**config.mk**
```make
export PLATFORM = sky130hd
export DESIGN_NAME = cp0_exc_ctrl
export DESIGN_NICKNAME = d
export VERILOG_FILES = /design/src/rtl/cp0_exc_ctrl.sv
export SDC_FILE = /design/constraint.sdc
export NUM_CORES = 1
export LEC_CHECK = 0
export ABC_AREA = 1
export BUFFER_PORTS_ARGS = -buffer_cell sky130_fd_sc_hd__buf_2
export CAP_MARGIN = 20
export CORE_MARGIN = 3
export CORE_UTILIZATION = 53
export CTS_CLUSTER_SIZE = 16
export DETAILED_ROUTE_END_ITERATION = 6
export PLACE_DENSITY = 0.87
export SLEW_MARGIN = 20
export SYNTH_ARGS = -nofsm -noshare
export SYNTH_HDL_FRONTEND = slang
export SYNTH_SLANG_ARGS = --single-unit
```
**constraint.sdc**
```tcl
create_clock -name clk -period 3.25 [get_ports clk]
set_clock_uncertainty 0.1 [all_clocks]
set_input_delay 0.4875 -clock clk [delete_from_list [all_inputs] [get_ports clk]]
set_output_delay 0.4875 -clock clk [all_outputs]
set_load 0.005 [all_outputs]
```
**src/rtl/cp0_exc_ctrl.sv**
```systemverilog
// cp0_exc_ctrl: CP0 status/cause/epc registers with exception and interrupt entry control
module cp0_exc_ctrl (
    input  logic        clk,
    input  logic        reset,
    input  logic        m_valid,
    input  logic [31:0] m_pc,
    input  logic [6:2]  m_exc,
    input  logic        m_bd,
    input  logic [7:2]  hwint,
    input  logic        cp0_we,
    input  logic [4:0]  cp0_addr,
    input  logic [31:0] cp0_wdata,
    input  logic        m_eret,
    output logic [31:0] cp0_rdata,
    output logic [31:0] epc_out,
    output logic        int_req,
    output logic        exl_out
);
    logic [5:0]  im;
    logic [5:0]  ip;
    logic        exl;
    logic        ie;
    logic        bd;
    logic [4:0]  exc_code;
    logic [31:0] epc;
    logic        int_pend;
    logic        exc_pend;
    logic [31:0] pc_al;
    logic [31:0] epc_ent;

    assign int_pend = |(hwint & im) && ie && !exl;
    assign exc_pend = (m_exc != 5'd0) && !exl && m_valid;
    assign int_req  = (int_pend && m_valid) || exc_pend;
    assign pc_al    = m_pc & 32'hFFFF_FFFC;
    assign epc_ent  = pc_al - {29'd0, m_bd, 2'b00};
    assign epc_out  = epc;
    assign exl_out  = exl;

    // register update: entry beats eret and mtc0; eret clears EXL after any SR write
    always_ff @(posedge clk or posedge reset) begin
        if (reset) begin
            im       <= '0;
            ip       <= '0;
            exl      <= 1'b0;
            ie       <= 1'b0;
            bd       <= 1'b0;
            exc_code <= '0;
            epc      <= '0;
        end else begin
            ip <= hwint;
            if (int_req) begin
                exl      <= 1'b1;
                bd       <= m_bd;
                epc      <= epc_ent;
                exc_code <= int_pend ? 5'd0 : m_exc;
            end else begin
                if (cp0_we && cp0_addr == 5'd12) begin
                    im  <= cp0_wdata[15:10];
                    exl <= cp0_wdata[1];
                    ie  <= cp0_wdata[0];
                end
                if (cp0_we && cp0_addr == 5'd14)
                    epc <= cp0_wdata & 32'hFFFF_FFFC;
                if (m_eret)
                    exl <= 1'b0;
            end
        end
    end

    // mfc0 read mux
    always_comb begin
        cp0_rdata = (cp0_addr == 5'd12) ? {16'd0, im, 8'd0, exl, ie} :
                    (cp0_addr == 5'd13) ? {bd, 15'd0, ip, 3'd0, exc_code, 2'b00} :
                    (cp0_addr == 5'd14) ? epc :
                    (cp0_addr == 5'd15) ? 32'h2018_1215 : 32'd0;
    end
endmodule
```
# Yosys cells after proc, flatten, opt, wreduce, memory -nomap -nowiden
# Cells that the tools add are included.
# word_totals
ff_bits,52
latchBits,0
mem_bits_rw,0
mem_bits_ro,0
in_bits,86
output_inout_bits,66
word_cells,38
n_memories,0
# op_classes
add_sub_neg,1
mul,0
div,0
order_cmp,0
eq_ne,4
shift,0
mux,10
bitwise_logic,2
reduce_logical,14
# op_table
operator,count
32-bit 2-to-1 mux,5
32-bit by 3-bit subtractor with 32-bit output,1
30-bit 2-to-1 mux,1
"5-bit by 4-bit equality test with 1-bit output, second input constant",4
1-bit logical AND,7
6-bit bitwise AND,1
6-bit OR reduction,1
5-bit 2-to-1 mux,1
5-bit nonzero test,1
1-bit 2-to-1 mux,3
3-bit nonzero test,1
2-bit AND reduction,1
2-bit nonzero test,1
1-bit zero test,1
1-bit logical OR,1
1-bit NOT,1

# Depth between registers and ports, before layout
# depth
depth_word,8
depth_mapped,13
depth_no_buf,13

# Least setup slack after synthesis
# OpenSTA, ideal clock, no wires.
# synth_timing
kind,input -> register
start,in m_pc[2]
end,reg epc[18] (netlist: epc_out[18])
setup_ps,123
arrival_ps,1756
t_required_ps,3027
path_slack_ps,1271
cell_stages,9
n_path_buf,0
path_cell_list,inv_1 ha_1 ha_1 nand2_1 nor2_1 nand2_1 xnor2_1 o21ai_0 nand2_1
# synth_between
elab_chain_cells,2
# synth_lines
element,line_no,rtl
"start, declared",6,"input logic [31:0] m_pc,"
32-bit by 3-bit subtractor with 32-bit output,35,"assign epc_ent = pc_al - {29'd0, m_bd, 2'b00};"
32-bit 2-to-1 mux,51,if (int_req) begin
"end signal, assigned",54,epc <= epc_ent;
"end signal, assigned",63,epc <= cp0_wdata & 32'hFFFF_FFFC;
"end, declared",25,logic [31:0] epc;
# No other way between the ends.
# A chain may end at the register's enable or synchronous reset.

# Worst setup path in the final report
# layout_timing
start,in cp0_addr[4]
end,out cp0_rdata[22]
# layout_between
elab_chain_cells,4
word_cells_on_any_way,6
classes_between,eq/ne: 3; mux: 3
# layout_lines
element,line_no,rtl
"start, declared",11,"input logic [4:0] cp0_addr,"
5-bit by 4-bit equality test with 1-bit output,74,(cp0_addr == 5'd14) ? epc :
32-bit 2-to-1 mux,74,
32-bit 2-to-1 mux,73,"(cp0_addr == 5'd13) ? {bd, 15'd0, ip, 3'd0, exc_code, 2'b00} :"
32-bit 2-to-1 mux *,72,"cp0_rdata = (cp0_addr == 5'd12) ? {16'd0, im, 8'd0, exl, ie} :"
"end, declared",14,"output logic [31:0] cp0_rdata,"
# Mark *: on every way between the ends. The rest lies on a longest branch, timed or not.

==> flow_summary.json <==
{
  "synthTopCellsByCount": "nand2_1 (207), nor2_1 (88), inv_1 (64)",
  "p_int_w": 0.00114,
  "nNetsFinal": 800,
  "startpoint_type": "input port",
  "syn_to_final_growth_pct": 22.3,
  "synth-edff-count": 0,
  "synthFlopType": "dfrtp_1",
  "coreArea_um2": 6490,
  "cts_made_buffers": 5,
  "io_buffers": 147,
  "p_seq_frac": 0.478,
  "cpMaxStageDelayCell": "nand2_1",
  "post-route-util": 0.681,
  "cts_resized": 0,
  "htreeDepth": 2,
  "drc_errors": 0,
  "final_area_um2": 4420,
  "antenna_left": 0,
  "max-cap-violations": 0,
  "finalPower_w": 0.00179,
  "post_dp_cell_area_um2": 4320,
  "cts_hold_buf": 0,
  "leakagePower_nw": 2.54,
  "gr-total-overflow": 0,
  "via_per_inst": 5.18,
  "cts_tree": "done",
  "place_ws_ns": 0.834,
  "ys_ff_latch": 50,
  "fin_tns_setup_ns": 0,
  "rsz0062_at_grt": "false",
  "max_slew_margin": 0.427,
  "cp_max_fo": 15,
  "grt_pass1_vias": 3657,
  "grt_first_pass_wirelength_um": 17200,
  "max_freq_mhz": 409,
  "end_kind": "primary output",
  "drive_gt1_frac": 0.254,
  "setup_violations": 0,
  "ys_types": 30,
  "max_stage_delay_ns": 0.42,
  "die_w_um": 88.6,
  "die_area_um2": 7850,
  "clock_tree.root_cell": "clkbuf_8",
  "timing_worst_setup_path_type": "input port to primary output",
  "synth_top_area_cell": "dfrtp_1",
  "cp_data_required_time_ns": 2.66,
  "syn-cell-area_um2": 3620,
  "layout_setup_ws_ns": 0.807,
  "postSynthCellCount": 573,
  "yosysMostFrequentCell": "nand2_1",
  "drt-initial-drc-count": 256,
  "row_count": 29,
  "clock_latency_ns": 0.31,
  "path_cells": "buf_2, inv_1, nand3_2, nor2_4, nand2_1, nor2_1, buf_2",
  "place_hpwl_um": 8740,
  "outcome": "completed",
  "boundaryPins": 152,
  "drtPass1Iterations": 5,
  "crit_path_frequent_cell": "buf_2",
  "start_util": 0.557,
  "final_max_slew_viol_count": 0,
  "gp_congestion": 0.906,
  "antenna_cells": 0,
  "synth-warning-count": 0,
  "wl_per_cell_um": 13.9,
  "fp.dieH_um": 88.6,
  "timing.final.crit_share": 0.752,
  "hold_viol": 0,
  "grt_usage": 0.281,
  "clk_path_buf_depth": 2,
  "grt_max_degree": 51,
  "p_per_area_nw_per_um2": 404,
  "worst_pin_slew_ns": 0.858,
  "antenna_found_initial": 0,
  "path_clk_slew_ns": 0.11,
  "vias": 4089,
  "yosysSeqAreaShare": 0.346,
  "cts_num_sinks": 50,
  "wirelength_um": 11000,
  "power_frac_comb": 0.302,
  "p_switching_w": 0.000651,
  "clock_power_share": 0.220,
  "hp-class": "input port to register",
  "synth_top_cell_area_share": 0.346,
  "vdd_drop_max_mv": 0.255,
  "async_reset_ff_frac": 1.00,
  "avgSynthCellArea_um2": 6.31,
  "synth_area_leaders": "dfrtp_1 (35%), nand2_1 (21%), nor2_1 (9.1%), nand3_1 (7.5%), inv_1 (6.6%)",
  "period_minus_slack_ns": 2.44,
  "post_cts_buffers": 0,
  "arrival_ns": 1.86,
  "p_sw_frac": 0.364
}
## power groups by stage
stage	combinational, W	sequential, W	clock, W
final	0.000540	0.000855	0.000393
after global routing	0.000616	0.000870	0.000423
after CTS	0.000541	0.000853	0.000396
after detailed placement	0.000538	0.000865	0
after global placement	0.000524	0.000860	0
after floorplan	0.000307	0.000856	0
## cell type report
type / instances / area [µm²]
fill: 607 / 2070
clock inverter: 3 / 28.8
inverter: 66 / 249
tap: 77 / 96.3
sequential: 50 / 1250
clock buffer: 5 / 68.8
multi-input combinational: 439 / 1970
timing repair buffer: 150 / 758
## state kept, by name, summed over array words and instances (netlist names)
register  count
ie            1
exc_code      5
exl_out       1
im            6
epc_out      30
ip            6
bd            1
## final timing paths
check	from	endpoint	cells after the start	slack, ns
worst max-delay path	cp0_addr[4]	cp0_rdata[22]	7	0.81
worst min-delay path	hwint[5]	ip[3]$_DFF_PP0_	1	0.19
worst max register to register	im[5]$_DFFE_PP0P_	epc_out[17]$_DFFE_PP0P_	11	1.06
worst min register to register	bd$_DFFE_PP0P_	bd$_DFFE_PP0P_	2	0.41
max in group asynchronous	reset	epc_out[31]$_DFFE_PP0P_	2	2.32
min in group asynchronous	reset	epc_out[30]$_DFFE_PP0P_	2	0.21
## cells by family after synthesis
family / after synthesis / share of synthesized area
AND/OR/NAND/NOR: 375 / 0.432
AO/OA/AOI/OAI: 49 / 0.0772
other: 1 / 0.00104
buffers and inverters: 85 / 0.110
XOR/XNOR: 11 / 0.0266
adder cells (fa/ha/maj): 2 / 0.00692
flip-flops: 50 / 0.346
## placed cells by master, fill, tap and decap left out, types with 2 or more instances in the layout
| cell type | count |
|---|---|
| nand4_1 | 7 |
| nand2_1 | 207 |
| nand3_2 | 2 |
| conb_1 | 2 |
| dfrtp_1 | 50 |
| ha_1 | 2 |
| or2_1 | 2 |
| o21ai_1 | 14 |
| o21ai_2 | 4 |
| inv_1 | 63 |
| clkbuf_8 | 5 |
| buf_4 | 3 |
| nand2_2 | 8 |
| xor2_1 | 5 |
| nor2_2 | 2 |
| nor2_1 | 88 |
| nand3_1 | 54 |
| inv_2 | 2 |
| xnor2_1 | 6 |
| buf_2 | 147 |
| clkinv_4 | 2 |
| o21ai_0 | 28 |
## per-layer routing
layer	GRT usage	vias up	wire length (µm)
met4	0.0783	0	220
met5	0	-	0
met1	0.393	1831	4840
met2	0.463	190	5070
li1	-	2049	-
met3	0.0317	19	876
## metrics by stage
stage | hold WS [ns] | instances
floorplan | 0.349 | 574
global placement | 0.375 | 782
detailed placement | 0.374 | 782
CTS | 0.186 | 790
global route | 0.172 | 790
finish | 0.187 | 790
## worst max-delay path: cells and delay by family
| family | cells | cell delay (ns) |
|---|---|---|
| buffers and inverters | 3 | 0.30 |
| and+or+nand+nor | 4 | 1.08 |
Note: power is estimated with default switching activity, not from simulation.
